===== config.mk =====
export PLATFORM = sky130hd
export DESIGN_NAME = param_regs
export DESIGN_NICKNAME = d
export VERILOG_FILES = /design/src/rtl/param_regs.sv
export SDC_FILE = /design/constraint.sdc
export NUM_CORES = 1
export LEC_CHECK = 0
export ABC_AREA = 1
export CAP_MARGIN = 10
export CORE_ASPECT_RATIO = 0.9
export CORE_MARGIN = 5
export CORE_UTILIZATION = 37
export CTS_CLUSTER_DIAMETER = 40
export CTS_CLUSTER_SIZE = 40
export DETAILED_ROUTE_END_ITERATION = 10
export GPL_TIMING_DRIVEN = 0
export PLACE_DENSITY = 0.57
export SLEW_MARGIN = 0
export SYNTH_ARGS = -nofsm -noshare
export SYNTH_HDL_FRONTEND = slang
export SYNTH_SLANG_ARGS = --single-unit

===== constraint.sdc =====
create_clock -name clk -period 11.79 [get_ports clk]
set_clock_uncertainty 0.1 [all_clocks]
set_input_delay 2.358 -clock clk [delete_from_list [all_inputs] [get_ports clk]]
set_output_delay 2.358 -clock clk [all_outputs]
set_load 0.02 [all_outputs]

===== src/rtl/param_regs.sv =====
// Picture/cursor parameter register bank: command pulses edit a working copy,
// which is copied to the output (shadow) registers once per frame on the vs rising edge.
module param_regs #(
    parameter int          STEP_B = 8,
    parameter int          STEP_G = 2,
    parameter int          STEP_C = 4,
    parameter logic [19:0] REPEAT = 20'd500000,
    parameter logic [12:0] colMax = 13'd640,
    parameter logic [12:0] rowMax = 13'd480
) (
    input  logic              clk,
    input  logic              rst,
    input  logic              vs,
    input  logic              binc,
    input  logic              bdec,
    input  logic              cinc,
    input  logic              cdec,
    input  logic              sinc,
    input  logic              sdec,
    input  logic [3:0]        gauss_sel,
    input  logic [3:0]        clr_sel,
    input  logic [3:0]        gs_bg_sel,
    input  logic [3:0]        move,
    input  logic [3:0]        size,
    input  logic [1:0]        mode,
    output logic signed [7:0] bright,
    output logic [7:0]        contrast,
    output logic [7:0]        sat,
    output logic [1:0]        gauss_lvl,
    output logic [1:0]        clr_idx,
    output logic [1:0]        bg_idx,
    output logic [9:0]        cur_x,
    output logic [8:0]        cur_y,
    output logic [6:0]        cur_w,
    output logic [6:0]        cur_h,
    output logic              cur_en,
    output logic [1:0]        cur_style,
    output logic              upd
);

    localparam logic [19:0] REP_LAST = 20'(REPEAT - 20'd1);

    // MV_LOCKED: move must return to zero before the next press counts.
    typedef enum logic [1:0] {
        MV_LOCKED = 2'd0,
        MV_ARMED  = 2'd1,
        MV_REPEAT = 2'd2
    } mv_state_t;

    mv_state_t          mv_state;
    logic [19:0]        rep_cnt;
    logic               vs_q;
    logic               vs_edge;
    logic               move_step;

    logic signed [7:0]  w_bright;
    logic [7:0]         w_contrast, w_sat;
    logic [1:0]         w_gauss, w_clr, w_bg;
    logic [9:0]         w_x;
    logic [8:0]         w_y;
    logic [6:0]         w_w, w_h;
    logic               w_en;
    logic [1:0]         w_style;

    logic signed [7:0]  n_bright;
    logic [7:0]         n_contrast, n_sat;
    logic [1:0]         n_gauss, n_clr, n_bg;
    logic [9:0]         n_x;
    logic [8:0]         n_y;
    logic [6:0]         n_w, n_h;

    function automatic logic signed [7:0] bright_step(input logic signed [7:0] v,
                                                     input logic inc, input logic dec);
        int t;
        t = int'(v);
        if (inc && !dec) t = t + STEP_B;
        if (dec && !inc) t = t - STEP_B;
        if (t > 127)  t = 127;
        if (t < -128) t = -128;
        return 8'(t);
    endfunction

    function automatic logic [7:0] gain_step(input logic [7:0] v, input logic inc, input logic dec);
        int t;
        t = int'(v);
        if (inc && !dec) t = t + STEP_G;
        if (dec && !inc) t = t - STEP_G;
        if (t > 64) t = 64;
        if (t < 4)  t = 4;
        return 8'(t);
    endfunction

    function automatic logic [6:0] size_step(input logic [6:0] v, input logic inc, input logic dec);
        int t;
        t = int'(v);
        if (inc && !dec) t = t + 4;
        if (dec && !inc) t = t - 4;
        if (t > 64) t = 64;
        if (t < 4)  t = 4;
        return 7'(t);
    endfunction

    // Highest set bit wins; bit3 maps to index 0.
    function automatic logic [1:0] sel_idx(input logic [3:0] s, input logic [1:0] cur);
        logic [1:0] r;
        casez (s)
            4'b1???: r = 2'd0;
            4'b01??: r = 2'd1;
            4'b001?: r = 2'd2;
            4'b0001: r = 2'd3;
            default: r = cur;
        endcase
        return r;
    endfunction

    // Moves position by one step in the requested direction, then clamps against
    // the (possibly just resized) cursor so a size change re-clamps in the same update.
    function automatic int axis_step(input int pos, input logic plus, input logic minus,
                                     input logic step, input int lim);
        int t;
        t = pos;
        if (step && plus && !minus) t = t + STEP_C;
        if (step && minus && !plus) t = t - STEP_C;
        if (t > lim) t = lim;
        if (t < 0)   t = 0;
        return t;
    endfunction

    assign vs_edge   = vs & ~vs_q;
    assign move_step = (move != 4'h0) &&
                       ((mv_state == MV_ARMED) ||
                        (mv_state == MV_REPEAT && rep_cnt == REP_LAST));

    always_comb begin
        n_bright   = bright_step(w_bright, binc, bdec);
        n_contrast = gain_step(w_contrast, cinc, cdec);
        n_sat      = gain_step(w_sat, sinc, sdec);
        n_gauss    = sel_idx(gauss_sel, w_gauss);
        n_clr      = sel_idx(clr_sel, w_clr);
        n_bg       = sel_idx(gs_bg_sel, w_bg);
        n_w        = size_step(w_w, size[3], size[2]);
        n_h        = size_step(w_h, size[1], size[0]);
        n_x        = 10'(axis_step(int'(w_x), move[0], move[3], move_step,
                                   int'(colMax) - int'(n_w)));
        n_y        = 9'(axis_step(int'(w_y), move[1], move[2], move_step,
                                  int'(rowMax) - int'(n_h)));
    end

    always_ff @(posedge clk) begin
        if (rst) begin
            mv_state <= MV_LOCKED;
            rep_cnt  <= '0;
        end else if (move == 4'h0) begin
            mv_state <= MV_ARMED;
            rep_cnt  <= '0;
        end else begin
            case (mv_state)
                MV_ARMED: begin
                    mv_state <= MV_REPEAT;
                    rep_cnt  <= '0;
                end
                MV_REPEAT: rep_cnt <= (rep_cnt == REP_LAST) ? 20'd0 : rep_cnt + 20'd1;
                default:   rep_cnt <= '0;
            endcase
        end
    end

    always_ff @(posedge clk) begin
        if (rst) begin
            vs_q       <= 1'b0;
            w_bright   <= 8'sd0;
            w_contrast <= 8'h10;
            w_sat      <= 8'h10;
            w_gauss    <= 2'd0;
            w_clr      <= 2'd0;
            w_bg       <= 2'd0;
            w_x        <= 10'd312;
            w_y        <= 9'd232;
            w_w        <= 7'd16;
            w_h        <= 7'd16;
            w_en       <= 1'b0;
            w_style    <= 2'd0;
        end else begin
            vs_q       <= vs;
            w_bright   <= n_bright;
            w_contrast <= n_contrast;
            w_sat      <= n_sat;
            w_gauss    <= n_gauss;
            w_clr      <= n_clr;
            w_bg       <= n_bg;
            w_x        <= n_x;
            w_y        <= n_y;
            w_w        <= n_w;
            w_h        <= n_h;
            w_en       <= w_en ^ mode[0];
            w_style    <= w_style + {1'b0, mode[1]};
        end
    end

    // Shadow copy takes the pre-command working values when a command shares the vs edge.
    always_ff @(posedge clk) begin
        if (rst) begin
            upd       <= 1'b0;
            bright    <= 8'sd0;
            contrast  <= 8'h10;
            sat       <= 8'h10;
            gauss_lvl <= 2'd0;
            clr_idx   <= 2'd0;
            bg_idx    <= 2'd0;
            cur_x     <= 10'd312;
            cur_y     <= 9'd232;
            cur_w     <= 7'd16;
            cur_h     <= 7'd16;
            cur_en    <= 1'b0;
            cur_style <= 2'd0;
        end else begin
            upd <= vs_edge;
            if (vs_edge) begin
                bright    <= w_bright;
                contrast  <= w_contrast;
                sat       <= w_sat;
                gauss_lvl <= w_gauss;
                clr_idx   <= w_clr;
                bg_idx    <= w_bg;
                cur_x     <= w_x;
                cur_y     <= w_y;
                cur_w     <= w_w;
                cur_h     <= w_h;
                cur_en    <= w_en;
                cur_style <= w_style;
            end
        end
    end

endmodule


Word level (Yosys, flattened, before mapping)
Index checks and enable logic that the tools add are counted.

Register bits: 156. Input port bits: 31. Word-level logic and storage cells: 163.

$add $sub $neg: 18. $lt $le $gt $ge: 14. Equality and inequality tests: 12. Mux-type cells: 33. Bitwise gates (word level): 4. Reductions and logical operators: 48.

Operator list (number): $mux W32 (15); $gt A32 B8 Y1 const B (5); $lt A32 B4 Y1 const B (4); $sub A32 B4 Y32 const B (4); $lt A32 B1 Y1 const B (2); $sub A32 B3 Y32 const B (2); $gt A32 B10 Y1 (1); $gt A32 B11 Y1 (1); $lt A32 B8 Y1 const B (1); $mux W8 (4); $sub A32 B5 Y32 const B (1); $mux W9 (3); $pmux W2 S4 (3); $add A20 B1 Y20 const B (1); $eq A20 B19 Y1 const B (1); $logic_and A1 B1 Y1 (20); $add A8 B2 Y9 const B (2); $add A7 B3 Y8 const B (2); $reduce_bool A4 Y1 (4); $logic_not A1 Y1 (14); $mux W7 (2); $eq A4 B1 Y1 const B (3); $reduce_or A2 Y1 (6); $add A10 B3 Y11 const B (1); 19 further kinds (27).

Longest topological paths before layout
Word-level depth: 14. Mapped depth: 34. Gate-level depth less buffers: 34.

Least setup slack after synthesis
Ideal clock, no wire load.

Path kind: input port to flip-flop. Start point: input size[1]. End point: register w_y[7]. Arrival time: 5.757 ns. Path slack: 5.808 ns. Cell stages on the path: 28. Buffers on the path: 0. Cell sequence: inv_1 nor2_1 nand4_1 xor2_1 nand3_1 nor2_1 ha_1 nor2_1 nor2_1 nand4_1 o21ai_0 inv_1 nand2_1 inv_1 nand2_1 ha_1 nand3_1 nand2_1 nand2_1 ha_1 nand2_1 inv_1 nand2_1 o31ai_1 nand3b_1 nand3_1 o21ai_0 nand2_1.

Cells in the longest elaborated chain, start to end: 13.

RTL lines: start, declared (line 24) `input logic [3:0] size,`; $logic_and A1 B1 Y1 (line 96) `if (inc && !dec) t = t + 4;`; $mux W8 (line 96); $sub A32 B4 Y32 (line 97) `if (dec && !inc) t = t - 4;`; $mux W32 (*) (line 97); $gt A32 B8 Y1 (line 98) `if (t > 64) t = 64;`; $mux W32 (*) (line 98); $lt A32 B4 Y1 (line 99) `if (t < 4) t = 4;`; $mux W7 (*) (line 99); $sub A9 B7 Y10 (*) (line 146) `int'(rowMax) - int'(n_h)));`; $gt A32 B10 Y1 (line 124) `if (t > lim) t = lim;`; $mux W32 (*) (line 124); $lt A32 B1 Y1 (line 125) `if (t < 0) t = 0;`; $mux W8 (*) (line 125); end signal, assigned (line 192) `w_y <= n_y;`; end, declared (line 60) `logic [8:0] w_y;`.

Mark *: on every way between the ends. The rest lies on a longest branch, timed or not. A chain may end at the register's enable or synchronous reset.

Final worst setup path
Same ends and word-level chain as after synthesis.

==> out/results.txt <==
RSZ-0062 raised after global routing -> false
Critical path type -> in2reg
Adder-cell area share of the yosys netlist -> 0.06301
Initial antenna violation count -> 1
# port buffers -> 96
Final count of hold timing violations -> 0
Largest net degree at the start of global routing -> 17
Maximum vdd ir drop -> 0.00009125 V
Largest stage delay, worst path -> 0.51 ns
Std cell rows -> 54
Clk pwr share -> 0.344
CP Capture Type -> register
Sw Ratio -> 0.3496
Rel. slew slack -> 0.4229
GR Util All Layers -> 0.1855
Worst-margin pin slew -> 0.8657 ns
Total CTS buffers -> 17
TritonCTS clock tree -> yes
Critical path peak fanout -> 5
Post-synthesis compound-gate area fraction -> 0.1149
Synth-to-Final Area Change -> 21.46%
Post-synthesis instance total -> 1338
Number of synthesized flops with an enable pin -> 0
Hold Crit Class -> reg2reg
Req. time, crit path -> 11.98 ns
Yosys reg bits -> 156
Pint -> 1.095 mW
Drt initial violations -> 572
Ys async rst share -> 0
DIE AREA -> 27940 sq um
Switching pwr -> 0.5886 mW
Yosys warning count -> 0
Final worst path period share -> 0.5937
Worst skew pair latency -> 0.43 ns
Number of hold buffers added after cts -> 0
Layout cells sized above 1 -> 0.05726
Fmax -> 142.9 MHz
Crit start category -> input pin
Crit-path most repeated cell -> nand2_1
Final Power -> 1.683 mW
Worst path slowest cell -> clkdlybuf4s50_1
Pre-antenna DRT Iters -> 5
Total grt overflow -> 0
Initial Util -> 0.3766
Die X -> 175.6 um
Total Routed Length -> 26080 um
Mux share of post-synthesis cell area -> 0.001096
Post-layout util -> 0.4574
Setup-failing EPs final -> 0
Final ANT Viol Nets -> 0
Clock slew at reported path FFs -> 0.06 ns
Vias in the first global route -> 8139
Vias after detailed routing -> 8750
LEAKAGE -> 4.983 nW
Part of the power in registers -> 0.356
Slew Limit Fails -> 0
H-tree depth -> 4
First-pass GRT wire length -> 42320 um
Final hold slack -> 0.3490 ns
Worst-case clock buffer depth -> 2
Setup tns final -> 0 ns
Post-synthesis sequential area ratio -> 0.3419
Status -> finished, final reports clean
Total clock sinks -> 156
Post-CTS resize count -> 0
DP Wirelength -> 19900 um
Netlist cell types -> 54
CP arrival -> 7.19 ns
Min Tclk post-route -> 6.999 ns
Post-synth top flop -> dfxtp_1
Root Buffer -> clkbuf_16
XOR/XNOR Fraction of Synth Area -> 0.05273
Syn_area_per_cell -> 6.827 sq um
Final-stage net count -> 1532
Postcts setup bufs -> 0
Main combinational cell family by area after synthesis -> simple AND/OR/NAND/NOR gates
Drt wl/cell -> 14.69 um
Residual DRC -> 0
Routability Congestion -> 0.8994
I/O pins -> 98
Max-Cap Viols -> 0
Ant. Diodes -> 0
Simple-gate share of the synthesized area -> 0.3380
Avg Vias per Cell -> 4.930
Post-Syn Area -> 9135 sq um
Comb pwr share -> 0.300
DIE HEIGHT -> 159.1 um
Fillers -> 2500
Core area -> 24260 sq um
Cell area power density -> 151.7 nW/um^2
power by group through the flow:
stage                     logic (mW)  clock network [mW]  registers (mW)
after floorplan                0.342                   0           0.622
after global placement         0.495                   0           0.611
after detailed placement       0.501                   0           0.610
after CTS                      0.506               0.591           0.599
after global routing           0.579               0.614           0.604
final                          0.504               0.580           0.599
path summary, 6_finish.rpt:
check	start	end	slack [ns]	depth (start not counted)
max	size[1]	w_y[7]	4.79	29
min	rep_cnt[0]	rep_cnt[0]	0.35	1
max reg2reg	w_h[2]	w_y[7]	6.90	27
min reg2reg	rep_cnt[0]	rep_cnt[0]	0.35	1
through the flow:
step	cell area (sq um)	instances	worst slack (ns)
CTS	11100	1775	4.892
floorplan	9143	1340	5.808
finish	11100	1775	4.791
detailed placement	10490	1744	4.446
global placement	10490	1744	4.514
global route	11100	1775	4.276
placed cells by master, fill, tap and decap left out, types with 3 or more instances in the layout:
master / count
nand2_1: 281
nor2_1: 192
inv_1: 171
dfxtp_1: 156
clkdlybuf4s50_1: 96
nand3_1: 89
o21ai_0: 81
a21oi_1: 62
ha_1: 46
nand4_1: 43
xor2_1: 33
clkbuf_1: 27
nor3_1: 25
xnor2_1: 17
clkbuf_16: 17
o211ai_1: 12
nor2_4: 8
nand2_2: 8
o21ai_1: 7
inv_2: 7
nor2_2: 6
nand3b_1: 6
nor4_1: 6
o21bai_1: 5
a31oi_1: 4
conb_1: 4
clkinvlp_4: 4
o21a_1: 3
or2_2: 3
nand2_4: 3
nand4_2: 3
bufinv_16: 3
inv_6: 3
synth_stat cells (2+ instances only):
cell / instances / area [sq um]
nand2_1: 281 / 1055
nor2_1: 192 / 720.7
inv_1: 171 / 641.9
dfxtp_1: 156 / 3123
nand3_1: 89 / 445.4
o21ai_0: 81 / 405.4
a21oi_1: 62 / 310.3
ha_1: 46 / 575.6
nand4_1: 43 / 269.0
xor2_1: 33 / 289.0
clkbuf_1: 26 / 97.59
nor3_1: 25 / 125.1
xnor2_1: 17 / 148.9
o211ai_1: 12 / 90.09
nand2_2: 8 / 50.05
nor2_4: 8 / 90.09
inv_2: 7 / 26.28
o21ai_1: 7 / 35.03
nand3b_1: 6 / 45.04
nor2_2: 6 / 37.54
nor4_1: 6 / 37.54
o21bai_1: 5 / 37.54
a31oi_1: 4 / 25.02
nand2_4: 3 / 33.78
nand4_2: 3 / 37.54
o21a_1: 3 / 22.52
or2_2: 3 / 18.77
a21boi_0: 2 / 15.01
a31o_2: 2 / 17.52
buf_6: 2 / 22.52
clkinv_1: 2 / 7.510
conb_1: 2 / 7.510
nand3_2: 2 / 20.02
nor3b_1: 2 / 15.01
o31ai_1: 2 / 15.01
metal layers:
layer / global-route usage / up-vias / wire (um) / share of wire
li1: - / 4583 / - / -
met3: 0.03514 / 29 / 1153 / 0.044
met5: 0 / - / 13 / 0.00050
met2: 0.2979 / 172 / 11730 / 0.45
met1: 0.2614 / 3964 / 12840 / 0.49
met4: 0.03650 / 2 / 340 / 0.013
area by class of cell:
| type | instances | area, sq um | share of cell area |
|---|---|---|---|
| well taps | 308 | 385.4 | 0.03473 |
| plain buffers | 29 | 123.9 | 0.01116 |
| flip-flops and latches | 156 | 3123 | 0.2815 |
| clock buffers | 19 | 442.9 | 0.03992 |
| repair buffers | 96 | 960.9 | 0.08660 |
| multi-input cells | 975 | 5220 | 0.4705 |
| clock inverters | 12 | 163.9 | 0.01477 |
| inverters | 180 | 675.6 | 0.06089 |
kinds of logic after synthesis:
family	Yosys count
compound gates	187
xor+xnor	52
fa+ha+maj	46
buf+inv	209
flops	156
mux	1
other cells	2
simple gates	685
sequential cells by signal, summed over array words and instances, names as in the netlist, 8 cells and up, named ones only:
register,count
w_contrast,8
w_bright,8
cur_y,9
contrast,8
w_x,8
bright,8
w_sat,8
cur_x,10
rep_cnt,20
sat,8
worst max-delay path: cells and delay by family:
| family | cells | cell delay [ns] |
|---|---|---|
| adder cells (fa/ha/maj) | 3 | 0.67 |
| AND/OR/NAND/NOR | 17 | 1.99 |
| XOR/XNOR | 1 | 0.29 |
| buffers and inverters | 5 | 0.84 |
| AO/OA/AOI/OAI | 3 | 1.04 |
(Power assumes the default switching activity.)
